--- config.mk ---
export PLATFORM = sky130hd
export DESIGN_NAME = updown_mod_counter
export DESIGN_NICKNAME = d
export VERILOG_FILES = /design/src/rtl/updown_mod_counter.sv
export SDC_FILE = /design/constraint.sdc
export NUM_CORES = 1
export LEC_CHECK = 0
export CAP_MARGIN = 20
export CORE_AREA = 5 5 42 44
export CTS_BUF_LIST = sky130_fd_sc_hd__clkbuf_16
export DETAILED_ROUTE_END_ITERATION = 6
export DIE_AREA = 0 0 47 49
export RECOVER_POWER = 25
export SLEW_MARGIN = 20
export SYNTH_ARGS = -nofsm -noshare
export SYNTH_HDL_FRONTEND = slang
export SYNTH_SLANG_ARGS = --single-unit
--- constraint.sdc ---
create_clock -name clk -period 1.7 [get_ports clk]
set_input_delay 0.34 -clock clk [delete_from_list [all_inputs] [get_ports clk]]
set_output_delay 0.34 -clock clk [all_outputs]
set_load 0.05 [all_outputs]
--- src/rtl/updown_mod_counter.sv ---
// Up/down modulo counter with wrap or saturate at the boundary, a one-cycle
// terminal-count pulse and a sticky boundary flag. All outputs are registered.
module updown_mod_counter #(
    parameter int          WIDTH    = 4,
    parameter logic [31:0] MOD_MAX  = 32'd15,
    parameter bit          SATURATE = 1'b0
) (
    input  logic             clk,
    input  logic             reset,
    input  logic             clr,
    input  logic             load,
    input  logic [WIDTH-1:0] load_val,
    input  logic             en,
    input  logic             up_dn,
    output logic [WIDTH-1:0] count,
    output logic             tc,
    output logic             bnd_flag
);

    localparam logic [WIDTH-1:0] MAX_C  = MOD_MAX[WIDTH-1:0];
    localparam logic [WIDTH-1:0] ZERO_C = {WIDTH{1'b0}};
    localparam logic [WIDTH-1:0] ONE_C  = {{(WIDTH-1){1'b0}}, 1'b1};

    logic [WIDTH-1:0] count_q, count_d;
    logic             tc_q, tc_d;
    logic             bnd_q, bnd_d;
    logic [WIDTH-1:0] load_clamp_s;
    logic             at_max_s;
    logic             at_zero_s;

    // Boundary detection and load clamping, shared by the next-state logic
    always_comb begin
        at_max_s     = (count_q == MAX_C);
        at_zero_s    = (count_q == ZERO_C);
        if (load_val > MAX_C) begin
            load_clamp_s = MAX_C;
        end else begin
            load_clamp_s = load_val;
        end
    end

    // Next-state: clr beats load beats en; boundary events raise tc and bnd
    always_comb begin
        count_d = count_q;
        tc_d    = 1'b0;
        bnd_d   = bnd_q;
        if (clr) begin
            count_d = ZERO_C;
            bnd_d   = 1'b0;
        end else if (load) begin
            count_d = load_clamp_s;
        end else if (en) begin
            if (up_dn) begin
                if (at_max_s) begin
                    tc_d  = 1'b1;
                    bnd_d = 1'b1;
                    if (SATURATE) begin
                        count_d = MAX_C;
                    end else begin
                        count_d = ZERO_C;
                    end
                end else begin
                    count_d = count_q + ONE_C;
                end
            end else begin
                if (at_zero_s) begin
                    tc_d  = 1'b1;
                    bnd_d = 1'b1;
                    if (SATURATE) begin
                        count_d = ZERO_C;
                    end else begin
                        count_d = MAX_C;
                    end
                end else begin
                    count_d = count_q - ONE_C;
                end
            end
        end else begin
            count_d = count_q;
        end
    end

    // State registers with asynchronous active-low reset
    always_ff @(posedge clk or negedge reset) begin
        if (!reset) begin
            count_q <= ZERO_C;
            tc_q    <= 1'b0;
            bnd_q   <= 1'b0;
        end else begin
            count_q <= count_d;
            tc_q    <= tc_d;
            bnd_q   <= bnd_d;
        end
    end

    assign count    = count_q;
    assign tc       = tc_q;
    assign bnd_flag = bnd_q;

endmodule

**Word-level counts from Yosys, hierarchy flattened**

Cells that the tools add are included.

- Flip-flop bits (word level): 6
- Input bits: 10
- Output and inout bits: 6
- Logic and storage cells: 33

- Add/sub/neg operators: 2
- $lt $le $gt $ge: 1
- Equal/unequal tests: 3
- Multiplexer cells: 19
- Reduce and logical (&&, ||, !) cells: 5

Operators by type and width:

| cell | number |
|---|---|
| $mux W4 | 7 |
| $mux W1 | 12 |
| $reduce_bool A3 Y1 | 2 |
| $add A4 B1 Y4 const B | 1 |
| $eq A4 B4 Y1 const B | 1 |
| $gt A4 B4 Y1 const B | 1 |
| $logic_not A4 Y1 | 1 |
| $reduce_and A4 Y1 | 1 |
| $sub A4 B1 Y4 const B | 1 |
| $ne A3 B2 Y1 const B | 1 |
| $ne A2 B2 Y1 const B | 1 |
| $reduce_bool A2 Y1 | 1 |

**Depth between registers and ports, before layout**

- Depth after elaboration: 6
- Depth in mapped cells: 5
- Gate-level depth less buffers: 5

**Worst setup path after synthesis**

OpenSTA, ideal clock, no wires.

- Path kind: register to register
- From: register count_q[0] (netlist: count[0])
- To: register count_q[2] (netlist: count[2])
- Setup time: 0.067 ns
- Arrival time: 1.642 ns
- Required time: 1.633 ns
- Path slack: -0.010 ns
- Cell stages (with the launch flop): 6
- Buffers on the path: 0
- Clock period less this slack: 1.710 ns
- Cells stage by stage: dfrtp_1 inv_1 ha_1 mux2_4 a31oi_1 o311a_1

- Cells in the longest elaborated chain, start to end: 6
- Elaborated cells on any way between the ends: 10
- Classes of those cells: add/sub: 2; eq/ne: 1; mux: 6; reduce/logical: 1

RTL lines:

| what | line | RTL |
|---|---|---|
| start, declared | 24 | `logic [WIDTH-1:0] count_q, count_d;` |
| start signal, assigned | 90 | `count_q <= count_d;` |
| $sub A4 B1 Y4, or another cell as far along | 75 | `count_d = count_q - ONE_C;` |
| $mux W4, on equally long branches | 66, 54 |  |
| $mux W4 * | 53 | `if (up_dn) begin` |
| $mux W4 * | 52 | `end else if (en) begin` |
| $mux W4 * | 50 | `end else if (load) begin` |
| $mux W4 * | 47 | `if (clr) begin` |

Mark *: on every way between the ends. The rest lies on a longest branch, timed or not. The select of a mux whose other input is x is not followed.
A chain may end at the register's enable or synchronous reset.

**Worst setup path in the final report**

- From: input up_dn
- To: register count_q[2] (netlist: count[2])

- Cells in the longest elaborated chain, start to end: 4

RTL lines:

| what | line | RTL |
|---|---|---|
| start, declared | 14 | `input logic up_dn,` |
| $mux W4 | 53 |  |
| $mux W4 | 52 |  |
| $mux W4 | 50 |  |
| $mux W4 | 47 |  |

Every way passes these cells. The select of a mux whose other input is x is not followed.

==> results.ini <==
[outcome]
status=finished, final reports clean

[placed_design]
portBuffers=15
pre_cts_ws_ns=-0.000146
placed_cell_area_um2=666
dp_hpwl_um=858
globalplace.congestion=0.819

[timing]
min_period_ns=1.50
fin_ws_ns=0.199
hold_ws_ns=0.427
worst_pin_slew_ns=0.338
rsz0062_at_grt=false
slew_violations=0
fin_tns_setup_ns=0
relSlewSlack_pct=77.5
finalHoldViolCount=0
finalSetupViolCount=0
fin_crit_sh_pct=88.3
finalClockSkew_ns=0.00312
fmax_mhz=666

[cts]
holdBufCountCts=0
cts.repair.resized=0
cts_buffers=3
cts_tree=done
clkTransAtPathRegs_ns=0.03
cts_setup_buffers=0
cts_buffer_depth=2
cts.sinks=6
cts-root-buf=clkbuf_16
clock_latency_ns=0.23
htree_levels=1

[floorplanning]
rows=14
fp.dieH_um=49
die-area_um2=2300
die_w_um=47
coreArea_um2=1400
initial_utilization_pct=32.7
pin_count=16

[layout]
antenna_cells=0
fill_cells=140
drive_above_1_share_pct=24.3
multiInputGateArea_um2=269
final_util_pct=53.1
regArea_um2=151
nets=84
fin_area_um2=744
syn_to_final_growth_pct=62.6

[synthesis]
syn_avg_cell_area_um2=9.35
ys.flop_type=dfrtp_1
yosys_warnings=0
synth_area_leader_cell=dfrtp_1
syn-num-nets=62
synth_edf_count=0
netlist_top_cells_area=dfrtp_1 (33%), ha_1 (8.2%), inv_1 (4.9%)
synth_seq_area_share_pct=32.8
synthCells=49
synth.top_cell.area_share_pct=32.8
ys_top_cells_by_count=dfrtp_1 (6), inv_1 (6), ha_1 (3), nor2_1 (3)
ys_types=30
ys_seq_elements=6
async_flop_share_pct=100
syn_area_um2=458

[drt]
drt-total-wl_mm=1.14
drc=0
detail-route-antenna-nets=0
drt_iter0_drc=7
wl_per_cell_um=13.3
vias=434
first_pass_iters=3
via_per_inst=5.05

[critical_path]
critPathRequiredTime_ns=1.86
crit_path_max_incr_delay_ns=0.62
r2r_setup_slack_ns=0.24
crit_path_cell_trace=clkdlybuf4s50_1, mux2_4, a31oi_1, o311a_1
critPathSlowestCell=clkdlybuf4s50_1
r2r_cells=5
path_depth=4
path_class=in2reg
path_buf_inv=1
critPathCaptureType=register
cp-start-kind=input pin
path_delay_family=buffers and inverters
critical_path_arrival_ns=1.66
crit_fanout=7

[grt]
gr-total-overflow=0
track_usage_pct=12.0
grt_pass1_wl_mm=1.90
antenna_found_initial=0
grt_pass1_vias=451
grt_max_degree=10

[flow_run]
maxCapViolations=0

[hold_path]
hold_class=in2async

[pwr]
power_density_nw_per_um2=972
peakVddDrop_mv=0.416
p_leak_nw=0.348

## logic make-up (layout without fill, tap and decap cells)
| family | Yosys count | in the layout | share of synthesized area (%) |
|---|---|---|---|
| AOI/OAI and AO/OA | 14 | 14 | 23.5 |
| and+or+nand+nor | 14 | 14 | 17.8 |
| xor gates and xnor gates | 2 | 2 | 3.83 |
| DFF | 6 | 6 | 32.8 |
| adders and majority gates | 3 | 3 | 8.20 |
| buffers and inverters | 8 | 29 | 8.47 |
| muxes | 2 | 2 | 5.46 |
## sequential cells by signal, summed over array words and instances, names as in the netlist
| signal | cells |
|---|---|
| bnd_flag | 1 |
| count | 4 |
| tc | 1 |
## cell usage in the layout, fill, tap and decap left out, drive strengths merged
master / Yosys / final
o21ba: 1 / 1
xnor2: 1 / 1
o31ai: 1 / 1
o211ai: 1 / 1
mux2: 1 / 1
o21ai: 1 / 1
xor2: 1 / 1
a31oi: 1 / 1
nand2: 1 / 1
a21o: 1 / 1
nor3b: 1 / 1
a21oi: 2 / 2
mux2i: 1 / 1
a221oi: 2 / 2
dlygate4sd3: 0 / 1
buf: 2 / 10
nor3: 2 / 2
and4: 1 / 1
inv: 6 / 7
nor2: 3 / 3
o311ai: 1 / 1
o311a: 1 / 1
o211a: 1 / 1
nand3: 1 / 1
nor4b: 1 / 1
clkdlybuf4s50: 0 / 8
dfrtp: 6 / 6
nand2b: 2 / 2
ha: 3 / 3
nor2b: 2 / 2
a21boi: 1 / 1
clkbuf: 0 / 3
## worst reg2reg max path: cells and delay by family (launching register included)
kind,cells,cell delay [ns]
AOI/OAI and AO/OA,2,0.37
adders and majority gates,1,0.21
buffers and inverters,1,0.08
DFF,1,0.45
muxes,1,0.27
## routing by layer
| layer | part of all wire [%] | up-vias | GRT usage [%] |
|---|---|---|---|
| li1 | - | 220 | - |
| met1 | 45 | 197 | 15.0 |
| met2 | 47 | 15 | 16.5 |
| met3 | 5.9 | 2 | 2.95 |
| met4 | 2.5 | 0 | 9.68 |
| met5 | 0 | - | 0 |
## final timing paths
kind	start	end
min reg2reg	bnd_flag	bnd_flag
min	reset	tc
max reg2reg	count[0]	count[2]
max	up_dn	count[2]
max in group asynchronous	reset	count[0]
min in group clk	bnd_flag	bnd_flag
## stage by stage
stage | std cells | total power [W]
6_report | 86 | 0.000724
5_1_grt | 86 | 0.000762
4_1_cts | 86 | 0.000732
3_5_place_dp | 82 | 0.000347
3_3_place_gp | 82 | 0.000346
2_1_floorplan | 49 | 0.000265
## cell type report
type,count,area share [%]
Clock buffer,3,10.1
Multi-Input combinational cell,35,36.1
Clock inverter,1,0.504
Timing Repair Buffer,19,27.2
Inverter,6,3.03
Tap cell,16,2.69
Sequential cell,6,20.3
## power by group
part	internal (W)	switching [W]
clock	0.000304	0.0000754
combinational	0.0000879	0.0000830
sequential	0.000153	0.0000200
total	0.000546	0.000178
(Power assumes the default switching activity.)
